### src/rtl/soc_mem_arbiter_if.sv
// Core-side OBI-style bus interfaces for the CV32E40P instruction and data
// ports. The arbiter connects to both through their Slave modports.

interface CORE_INST_INF;
  logic        instr_req;
  logic        instr_gnt;
  logic        instr_rvalid;
  logic [31:0] instr_addr;
  logic [31:0] instr_rdata;

  modport Master (
    output instr_req, instr_addr,
    input  instr_gnt, instr_rvalid, instr_rdata
  );

  modport Slave (
    input  instr_req, instr_addr,
    output instr_gnt, instr_rvalid, instr_rdata
  );
endinterface

interface CORE_DATA_INF;
  logic        data_req;
  logic        data_gnt;
  logic        data_rvalid;
  logic        data_we;
  logic [3:0]  data_be;
  logic [31:0] data_addr;
  logic [31:0] data_wdata;
  logic [31:0] data_rdata;

  modport Master (
    output data_req, data_we, data_be, data_addr, data_wdata,
    input  data_gnt, data_rvalid, data_rdata
  );

  modport Slave (
    input  data_req, data_we, data_be, data_addr, data_wdata,
    output data_gnt, data_rvalid, data_rdata
  );
endinterface

### src/rtl/soc_mem_arbiter.sv
// soc_mem_arbiter: shares one OBI-style memory port between the core's
// instruction and data masters. A request that is waiting for its grant keeps
// the port locked to its master; every granted transfer records its source in
// an in-order FIFO so the response is returned to the master that issued it.
// Build option: define SOC_MEM_ARB_RR_EN for round-robin tie-breaking;
// without it the data master always wins a tie.

module soc_mem_arbiter #(
  parameter int unsigned MAX_OUTSTANDING = 2
) (
  input  logic        clk_i,
  input  logic        rst_i,
  CORE_INST_INF.Slave inst,
  CORE_DATA_INF.Slave data,
  output logic [31:0] mem_addr_o,
  output logic        mem_req_o,
  output logic        mem_we_o,
  output logic [3:0]  mem_be_o,
  output logic [31:0] mem_wdata_o,
  input  logic        mem_gnt_i,
  input  logic        mem_rvalid_i,
  input  logic [31:0] mem_rdata_i,
  output logic        protocol_err_o
);

  localparam int unsigned PTR_W = (MAX_OUTSTANDING > 1) ? $clog2(MAX_OUTSTANDING) : 1;
  localparam int unsigned CNT_W = $clog2(MAX_OUTSTANDING + 1);
  localparam logic [CNT_W-1:0] CNT_MAX  = CNT_W'(MAX_OUTSTANDING);
  localparam logic [CNT_W-1:0] CNT_ONE  = CNT_W'(1);
  localparam logic [CNT_W-1:0] CNT_ZERO = CNT_W'(0);
  localparam logic [PTR_W-1:0] PTR_LAST = PTR_W'(MAX_OUTSTANDING - 1);
  localparam logic [PTR_W-1:0] PTR_ZERO = PTR_W'(0);
  localparam logic [PTR_W-1:0] PTR_ONE  = PTR_W'(1);
  localparam logic SRC_INSTR = 1'b0;
  localparam logic SRC_DATA  = 1'b1;

  // Pointer advance with wrap at the FIFO depth (depth need not be a power of two).
  function automatic logic [PTR_W-1:0] ptr_inc(input logic [PTR_W-1:0] ptr);
    if (ptr == PTR_LAST) begin
      return PTR_ZERO;
    end else begin
      return ptr + PTR_ONE;
    end
  endfunction

  logic                       lock_q, lock_d;
  logic                       lock_sel_q, lock_sel_d;
  logic                       last_q, last_d;
  logic                       err_q, err_d;
  logic [CNT_W-1:0]           count_q, count_d;
  logic [PTR_W-1:0]           wr_ptr_q, wr_ptr_d;
  logic [PTR_W-1:0]           rd_ptr_q, rd_ptr_d;
  logic [MAX_OUTSTANDING-1:0] fifo_q, fifo_d;

  logic sel_valid_s;
  logic sel_src_s;
  logic full_s;
  logic empty_s;
  logic push_s;
  logic pop_s;
  logic head_src_s;

  assign full_s         = (count_q == CNT_MAX);
  assign empty_s        = (count_q == CNT_ZERO);
  assign protocol_err_o = err_q;

  // Pick which master owns the shared port this cycle.
  always_comb begin
    sel_valid_s = 1'b0;
    sel_src_s   = SRC_DATA;
    if (rst_i) begin
      sel_valid_s = 1'b0;
    end else if (full_s) begin
      // No room to remember another response owner; a same-cycle pop does not help.
      sel_valid_s = 1'b0;
    end else if (lock_q) begin
      sel_valid_s = 1'b1;
      sel_src_s   = lock_sel_q;
    end else if (inst.instr_req && data.data_req) begin
      sel_valid_s = 1'b1;
`ifdef SOC_MEM_ARB_RR_EN
      sel_src_s   = ~last_q;
`else
      sel_src_s   = SRC_DATA;
`endif
    end else if (data.data_req) begin
      sel_valid_s = 1'b1;
      sel_src_s   = SRC_DATA;
    end else if (inst.instr_req) begin
      sel_valid_s = 1'b1;
      sel_src_s   = SRC_INSTR;
    end else begin
      sel_valid_s = 1'b0;
    end
  end

  // Forward the selected master's request and return the grant to it alone.
  always_comb begin
    mem_req_o      = 1'b0;
    mem_addr_o     = 32'h0000_0000;
    mem_we_o       = 1'b0;
    mem_be_o       = 4'h0;
    mem_wdata_o    = 32'h0000_0000;
    inst.instr_gnt = 1'b0;
    data.data_gnt  = 1'b0;
    if (sel_valid_s && (sel_src_s == SRC_DATA)) begin
      mem_req_o     = data.data_req;
      mem_addr_o    = data.data_addr;
      mem_we_o      = data.data_we;
      mem_be_o      = data.data_be;
      mem_wdata_o   = data.data_wdata;
      data.data_gnt = mem_gnt_i;
    end else if (sel_valid_s) begin
      mem_req_o      = inst.instr_req;
      mem_addr_o     = inst.instr_addr;
      mem_we_o       = 1'b0;
      mem_be_o       = 4'hF;
      mem_wdata_o    = 32'h0000_0000;
      inst.instr_gnt = mem_gnt_i;
    end else begin
      mem_req_o = 1'b0;
    end
  end

  // Route each response to the owner recorded at the FIFO head.
  always_comb begin
    push_s            = mem_req_o && mem_gnt_i;
    pop_s             = mem_rvalid_i && !empty_s;
    head_src_s        = fifo_q[rd_ptr_q];
    inst.instr_rvalid = !rst_i && pop_s && (head_src_s == SRC_INSTR);
    data.data_rvalid  = !rst_i && pop_s && (head_src_s == SRC_DATA);
    inst.instr_rdata  = mem_rdata_i;
    data.data_rdata   = mem_rdata_i;
  end

  // Next-state for lock, round-robin history, routing FIFO and error flag.
  always_comb begin
    lock_d     = lock_q;
    lock_sel_d = lock_sel_q;
    last_d     = last_q;
    fifo_d     = fifo_q;
    wr_ptr_d   = wr_ptr_q;
    rd_ptr_d   = rd_ptr_q;
    count_d    = count_q;
    err_d      = err_q || (mem_rvalid_i && empty_s);

    if (push_s) begin
      lock_d           = 1'b0;
      last_d           = sel_src_s;
      fifo_d[wr_ptr_q] = sel_src_s;
      wr_ptr_d         = ptr_inc(wr_ptr_q);
    end else if (mem_req_o) begin
      lock_d     = 1'b1;
      lock_sel_d = sel_src_s;
    end else begin
      lock_d = lock_q;
    end

    if (pop_s) begin
      rd_ptr_d = ptr_inc(rd_ptr_q);
    end else begin
      rd_ptr_d = rd_ptr_q;
    end

    case ({push_s, pop_s})
      2'b10:   count_d = count_q + CNT_ONE;
      2'b01:   count_d = count_q - CNT_ONE;
      default: count_d = count_q;
    endcase
  end

  // State registers; last_q resets to data so the first round-robin tie goes to instr.
  always_ff @(posedge clk_i or posedge rst_i) begin
    if (rst_i) begin
      lock_q     <= 1'b0;
      lock_sel_q <= SRC_DATA;
      last_q     <= SRC_DATA;
      err_q      <= 1'b0;
      count_q    <= CNT_ZERO;
      wr_ptr_q   <= PTR_ZERO;
      rd_ptr_q   <= PTR_ZERO;
      fifo_q     <= {MAX_OUTSTANDING{1'b0}};
    end else begin
      lock_q     <= lock_d;
      lock_sel_q <= lock_sel_d;
      last_q     <= last_d;
      err_q      <= err_d;
      count_q    <= count_d;
      wr_ptr_q   <= wr_ptr_d;
      rd_ptr_q   <= rd_ptr_d;
      fifo_q     <= fifo_d;
    end
  end

endmodule

### src/flat_wrapper.sv
// flat-port wrapper written by rule: the top's interface ports become plain ports
module soc_mem_arbiter_flat 
#(
  parameter int unsigned MAX_OUTSTANDING = 2
)
  (clk_i, rst_i, mem_addr_o, mem_req_o, mem_we_o, mem_be_o, mem_wdata_o, mem_gnt_i, mem_rvalid_i, mem_rdata_i, protocol_err_o, inst_instr_req, inst_instr_addr, inst_instr_gnt, inst_instr_rvalid, inst_instr_rdata, data_data_req, data_data_we, data_data_be, data_data_addr, data_data_wdata, data_data_gnt, data_data_rvalid, data_data_rdata);
  CORE_INST_INF inst_i ();
  CORE_DATA_INF data_i ();
  input  logic clk_i;
  input  logic rst_i;
  output logic [31:0] mem_addr_o;
  output logic mem_req_o;
  output logic mem_we_o;
  output logic [3:0] mem_be_o;
  output logic [31:0] mem_wdata_o;
  input  logic mem_gnt_i;
  input  logic mem_rvalid_i;
  input  logic [31:0] mem_rdata_i;
  output logic protocol_err_o;
  input wire logic [$bits(inst_i.instr_req)-1:0] inst_instr_req;
  input wire logic [$bits(inst_i.instr_addr)-1:0] inst_instr_addr;
  output wire logic [$bits(inst_i.instr_gnt)-1:0] inst_instr_gnt;
  output wire logic [$bits(inst_i.instr_rvalid)-1:0] inst_instr_rvalid;
  output wire logic [$bits(inst_i.instr_rdata)-1:0] inst_instr_rdata;
  input wire logic [$bits(data_i.data_req)-1:0] data_data_req;
  input wire logic [$bits(data_i.data_we)-1:0] data_data_we;
  input wire logic [$bits(data_i.data_be)-1:0] data_data_be;
  input wire logic [$bits(data_i.data_addr)-1:0] data_data_addr;
  input wire logic [$bits(data_i.data_wdata)-1:0] data_data_wdata;
  output wire logic [$bits(data_i.data_gnt)-1:0] data_data_gnt;
  output wire logic [$bits(data_i.data_rvalid)-1:0] data_data_rvalid;
  output wire logic [$bits(data_i.data_rdata)-1:0] data_data_rdata;
  assign inst_i.instr_req = inst_instr_req;
  assign inst_i.instr_addr = inst_instr_addr;
  assign inst_instr_gnt = inst_i.instr_gnt;
  assign inst_instr_rvalid = inst_i.instr_rvalid;
  assign inst_instr_rdata = inst_i.instr_rdata;
  assign data_i.data_req = data_data_req;
  assign data_i.data_we = data_data_we;
  assign data_i.data_be = data_data_be;
  assign data_i.data_addr = data_data_addr;
  assign data_i.data_wdata = data_data_wdata;
  assign data_data_gnt = data_i.data_gnt;
  assign data_data_rvalid = data_i.data_rvalid;
  assign data_data_rdata = data_i.data_rdata;
  soc_mem_arbiter #(.MAX_OUTSTANDING(MAX_OUTSTANDING)) u_core (.clk_i(clk_i), .rst_i(rst_i), .inst(inst_i), .data(data_i), .mem_addr_o(mem_addr_o), .mem_req_o(mem_req_o), .mem_we_o(mem_we_o), .mem_be_o(mem_be_o), .mem_wdata_o(mem_wdata_o), .mem_gnt_i(mem_gnt_i), .mem_rvalid_i(mem_rvalid_i), .mem_rdata_i(mem_rdata_i), .protocol_err_o(protocol_err_o));
endmodule
### config.mk
export PLATFORM = sky130hd
export DESIGN_NAME = soc_mem_arbiter_flat
export DESIGN_NICKNAME = d
export VERILOG_FILES = /design/src/rtl/soc_mem_arbiter_if.sv /design/src/rtl/soc_mem_arbiter.sv /design/src/flat_wrapper.sv
export SDC_FILE = /design/constraint.sdc
export NUM_CORES = 1
export LEC_CHECK = 0
export ABC_CLOCK_PERIOD_IN_PS = 2540
export CORE_AREA = 2 2 109 111
export DETAILED_ROUTE_END_ITERATION = 8
export DIE_AREA = 0 0 111 113
export GPL_ROUTABILITY_DRIVEN = 0
export GPL_TIMING_DRIVEN = 0
export SETUP_SLACK_MARGIN = 0.4
export SLEW_MARGIN = 20
export SYNTH_ARGS = -nofsm -noshare
export SYNTH_HDL_FRONTEND = slang
export SYNTH_SLANG_ARGS = --single-unit
### constraint.sdc
create_clock -name clk_i -period 2.54 [get_ports clk_i]
set_input_delay 0.762 -clock clk_i [delete_from_list [all_inputs] [get_ports clk_i]]
set_output_delay 0.762 -clock clk_i [all_outputs]
set_load 0.02 [all_outputs]
==> results of run 1 <==
sequential cells by signal (all words and copies together) (netlist names):
signal                 count
u_core.count_q             2
u_core.rd_ptr_q            1
u_core.lock_q              1
u_core.fifo_q              2
u_core.protocol_err_o      1
u_core.wr_ptr_q            1
u_core.lock_sel_q          1
metrics by stage:
step                      power, mW  setup TNS, ps  area, µm²
after floorplan                1.91              0       2000
after global placement         2.97         -82360       4630
after detailed placement       2.98         -82240       4630
after CTS                      3.74          -6530       5040
after global routing           3.99          -9340       5120
final                          3.78          -5820       5120
power groups by stage:
stage               clock network, mW  logic (mW)  registers, mW
floorplan                           0        1.64          0.270
global placement                    0        2.69          0.283
detailed placement                  0        2.70          0.284
CTS                             0.287        3.16          0.297
global route                    0.294        3.39          0.313
finish                          0.280        3.20          0.300
final timing paths:
check,from,to,slack [ps],cells past startpoint
worst max-delay path,data_data_req,mem_addr_o[4],-230,9
worst min-delay path,u_core.protocol_err_o,u_core.protocol_err_o,450,1
worst max register to register,u_core.lock_sel_q,u_core.count_q[1],640,8
worst min register to register,u_core.protocol_err_o,u_core.protocol_err_o,450,1
max in group asynchronous,rst_i,u_core.lock_sel_q,1700,4
min in group asynchronous,rst_i,u_core.protocol_err_o,620,4
final cells by class:
cell class                 instances  area [µm²]
buffer                            75         662
sequential                         9         228
multi-input combinational        105        1220
timing repair buffer             271        2740
tap                              143         179
fill                            1115        6150
inverter                           2        13.8
clock buffer                       4        78.8
cell families after synthesis:
logic type	after synthesis
fa+ha+maj	1
xor+xnor	5
buf+inv	77
mux	7
simple gates	51
flops	9
compound gates	41
synthesized netlist by cell type (2+ instances only):
library cell	instances
nor2_1	4
a22o_1	32
inv_1	2
and2_1	35
clkbuf_1	2
xnor2_1	4
clkbuf_2	3
o21a_1	5
nand2_1	2
dfrtp_1	8
mux2i_1	3
mux2_2	3
nor3_1	2
buf_2	4
buf_4	65
what timing repair did:
action                                  CTS  global route
gates cloned                              4             1
hold endpoints to repair                  0             0
endpoints found under the setup margin  143            75
gates resized for setup                 538             9
pin swaps                                 7             5
buffers inserted                         18             3
metal layers:
layer | wire, µm | part of all wire [%] | vias to the layer above
met5 | 0 | 0 | -
li1 | - | - | 1141
met2 | 4630 | 56 | 164
met1 | 2770 | 33 | 1063
met4 | 93 | 1.1 | 0
met3 | 847 | 10 | 8
==> impl_metrics.toml, run 1 <==
[cells_and_area]
insertedDiodeCount = 0
final_cell_mix = "103 x clkdlybuf4s50_1, 95 x buf_4, 64 x dlygate4sd2_1"
area_growth_pct = 224
nets = 607
fin_util_pct = 45.4
instances_no_fill = 609
drive_above_1_share_pct = 58.4
mostFrequentLayoutCell = "clkdlybuf4s50_1"

[synth]
seq_area_frac_synth_pct = 14.3
synth_fp_nets = 331
synth_compound_area_share_pct = 22.2
synth-async-reset-ratio_pct = 100
synth-xor-area-share_pct = 2.77
syn_inst = 191
synth_area_leaders = "buf_4 31%, a22o_1 18%, and2_1 14%"
yosysTopAreaCell = "buf_4"
synth_edf_count = 0
synth_top_family_by_area = "buffers and inverters"
synth_ff_type = "dfrtp_1"
synthesis.area_um2 = 1580
ys.warnings.count = 0
synth_simple_gate_area_share_pct = 20.2
yosysUniqueCellTypes = 32
synth_seq_cells = 9
synth_mux_area_share_pct = 4.99
synth_top_area_share_pct = 30.9
synth_area_per_cell_um2 = 8.27
synth-adder-area-share_pct = 0.792

[timing]
post-route-min-period_ps = 2770
grt_setup_unrepaired = "yes"
fin_worst_skew_ps = 2.07
finalHoldViolCount = 0
setup_violations = 53
drv_slew = 0
fmax_mhz = 361
fin_crit_sh_pct = 109
worst_slack_ps = -227
worst_pin_slew_ps = 344
holdWs_ps = 446
relSlewSlack_pct = 76.9

[place]
portBuffers = 245
dp_cells = 579
dp_hpwl_um = 7000
pre_cts_ws_ps = -1230

[detailed_routing]
drcViolationCount = 0
dr.pass1.iters = 4
ant_nets = 0
vias = 2376
drtIter0Drc = 46
wl_per_cell_um = 13.7
viasPerCell = 3.90
wl_um = 8330

[cts]
cts_tree = "built"
htree_levels = 1
clock-sinks = 9
clock_path_buffers = 2
clkTransAtPathRegs_ps = 40
postCtsHoldBufs = 0
clkLatencyLatePin_ps = 240
cts_buffers = 3
cts_root_buf = "clkbuf_16"

[power_and_ir_drop]
p_leak_nw = 2.47
p_sw_mw = 1.47
p_sw_share_pct = 38.9
internal_power_mw = 2.31
clkPwrFrac_pct = 7.4
combPwrFrac_pct = 84.7
power_density_nw_per_um2 = 738
pwr-share-seq_pct = 7.9
peakVddDrop_uv = 406

[floorplanning]
die-area_um2 = 12500
start_util_pct = 14.0
ios = 278
std_cell_rows = 39
core_um2 = 11300
die_w_um = 111
fp.dieH_um = 113

[setup_path]
path_common_cell = "buf_12"
cp-start-kind = "primary input"
slowest_stage = "mux2_4"
worstPathArrival_ps = 2000
end_kind = "output port"
max_stage_delay_ps = 290
path_delay_family = "buffers and inverters"
crit_buf_inv = 5
crit_fanout = 5
crit_type = "in2out"
path_cells = "buf_8 > nand2b_4 > mux2_4 > nor2_4 > buf_12 > buf_12 > buf_16 > a22o_4 > buf_6"
cp.required_ps = 1780

[global_routing]
gr-usage-met1_pct = 12.6
grt_usage_pct = 12.4
grt_pass1_vias = 2500
grt_max_degree = 11
grt.busiest_layer = "met2"
grt_overflow_total = 0
grt_pass1_wl_um = 12700
use_met2_pct = 25.4
use_met3_pct = 3.32
grt_antenna_before_repair = 0

[job]
maxCapViolCount = 0

[outcome]
status = "finished, violations left"
violations = "negative setup slack"

[hold_path]
hp-class = "reg2reg"
(Power assumes the default switching activity.)
==> run 2: changes to the inputs <==
Settings changed: CTS_BUF_LIST set to sky130_fd_sc_hd__clkbuf_8 sky130_fd_sc_hd__clkbuf_16.
==> impl_metrics.toml, run 2 (synthesized netlist as in run 1, its figures left out) <==
[setup_path]
reg2reg_slack_ps = 640
path_common_cell = "buf_12"
cp.required_ps = 1780
crit_type = "in2out"
max_stage_delay_ps = 290
cp-start-kind = "primary input"
worstPathArrival_ps = 2000
end_kind = "output port"
slowest_stage = "mux2_4"
crit_fanout = 5
path_cells = "buf_8 > nand2b_4 > mux2_4 > nor2_4 > buf_12 > buf_12 > buf_16 > a22o_4 > buf_6"

[power_and_ir_drop]
power_density_nw_per_um2 = 737
p_leak_nw = 2.48
peakVddDrop_uv = 400
fin_total_pwr_mw = 3.78

[detailed_routing]
ant_nets = 0
viasPerCell = 3.90
dr.pass1.iters = 4
drcViolationCount = 0
wl_per_cell_um = 13.7
vias = 2374
drtIter0Drc = 46
wl_um = 8330

[cells_and_area]
mostFrequentLayoutCell = "clkdlybuf4s50_1"
nets = 607
area_growth_pct = 224
finalInstanceArea_um2 = 5120
insertedDiodeCount = 0
final_cell_mix = "103 x clkdlybuf4s50_1, 95 x buf_4, 64 x dlygate4sd2_1"
reg_top3 = "u_core.count_q x2, u_core.fifo_q x2"
drive_above_1_share_pct = 58.4

[timing]
fin_worst_skew_ps = 2.13
worst_slack_ps = -227
grt_setup_unrepaired = "yes"
setup_violations = 53
drv_slew = 0
fmax_mhz = 361
finalHoldViolCount = 0
worst_pin_slew_ps = 344
post-route-min-period_ps = 2770
relSlewSlack_pct = 76.9
fin_crit_sh_pct = 109

[cts]
htree_levels = 1
clkLatencyLatePin_ps = 240
clock_path_buffers = 2
cts_root_buf = "clkbuf_16"
postCtsHoldBufs = 0
cts_buffers = 3
clock-sinks = 9
cts_tree = "built"
clkTransAtPathRegs_ps = 40

[global_routing]
grt_max_degree = 11
grt_antenna_before_repair = 0
grt_pass1_wl_um = 12700
grt_usage_pct = 12.4
grt_pass1_vias = 2500
grt_overflow_total = 0

[place]
placed_area_um2 = 4630
portBuffers = 245
dp_hpwl_um = 7000

[floorplanning]
std_cell_rows = 39
core_um2 = 11300
start_util_pct = 14.0
fp.dieH_um = 113
die_w_um = 111
die-area_um2 = 12500
ios = 278

[outcome]
violations = "negative setup slack"
status = "finished, violations left"

[hold_path]
hp-class = "reg2reg"

[job]
maxCapViolCount = 0
==> run 2: where the power goes <==
part | internal, mW | switching (mW) | leakage, nW
combinational | 1.88 | 1.32 | 2.33
sequential | 0.221 | 0.0795 | 0.0992
clock | 0.206 | 0.0700 | 0.0423
==> run 2: final cells by class <==
class                   instances  area (µm²)
repair buffers                271        2740
fillers                      1115        6150
flip-flops and latches          9         228
multi-input cells             105        1220
clock buffers                   3        75.1
inverters                       2        13.8
clock inverters                 1        3.75
plain buffers                  75         662
well taps                     143         179
==> run 2: path summary, 6_finish.rpt <==
kind	endpoint	cells after the start	startpoint
hold reg to reg	u_core.protocol_err_o	1	u_core.protocol_err_o
setup reg to reg	u_core.count_q[1]	8	u_core.lock_sel_q
setup / recovery	mem_addr_o[4]	9	data_data_req
hold / removal	u_core.protocol_err_o	1	u_core.protocol_err_o
max in group asynchronous	u_core.lock_sel_q	4	rst_i
min in group asynchronous	u_core.protocol_err_o	4	rst_i
==> run 2: routing by layer <==
metal,up-vias,track usage [%],wire length [µm]
met5,-,0,0
met4,0,2.17,93
met3,8,3.32,847
met2,164,25.4,4630
met1,1062,12.6,2760
li1,1140,-,-
==> run 2: what timing repair did <==
action	CTS	global route
pin swaps	7	5
endpoints found under the setup margin	143	75
resized for setup	538	9
buffers inserted	18	3
gates cloned	4	1
==> run 2: worst max-delay path: cells and delay by family <==
kind | cells | cell delay, ps
AND/OR/NAND/NOR | 2 | 260
buffers and inverters | 5 | 580
AO/OA/AOI/OAI | 1 | 110
multiplexers | 1 | 290
==> run 2: metrics by stage <==
stage	util (%)	TNS [ps]	worst slack (ps)	hold slack [ps]	std cells
after global placement	41.1	-82360	-1230	438	579
final	45.4	-5820	-227	446	609
after floorplan	-	0	84.4	460	191
after detailed placement	41.1	-82240	-1230	443	579
after CTS	44.8	-6530	-262	452	605
after global routing	45.4	-9340	-297	483	609
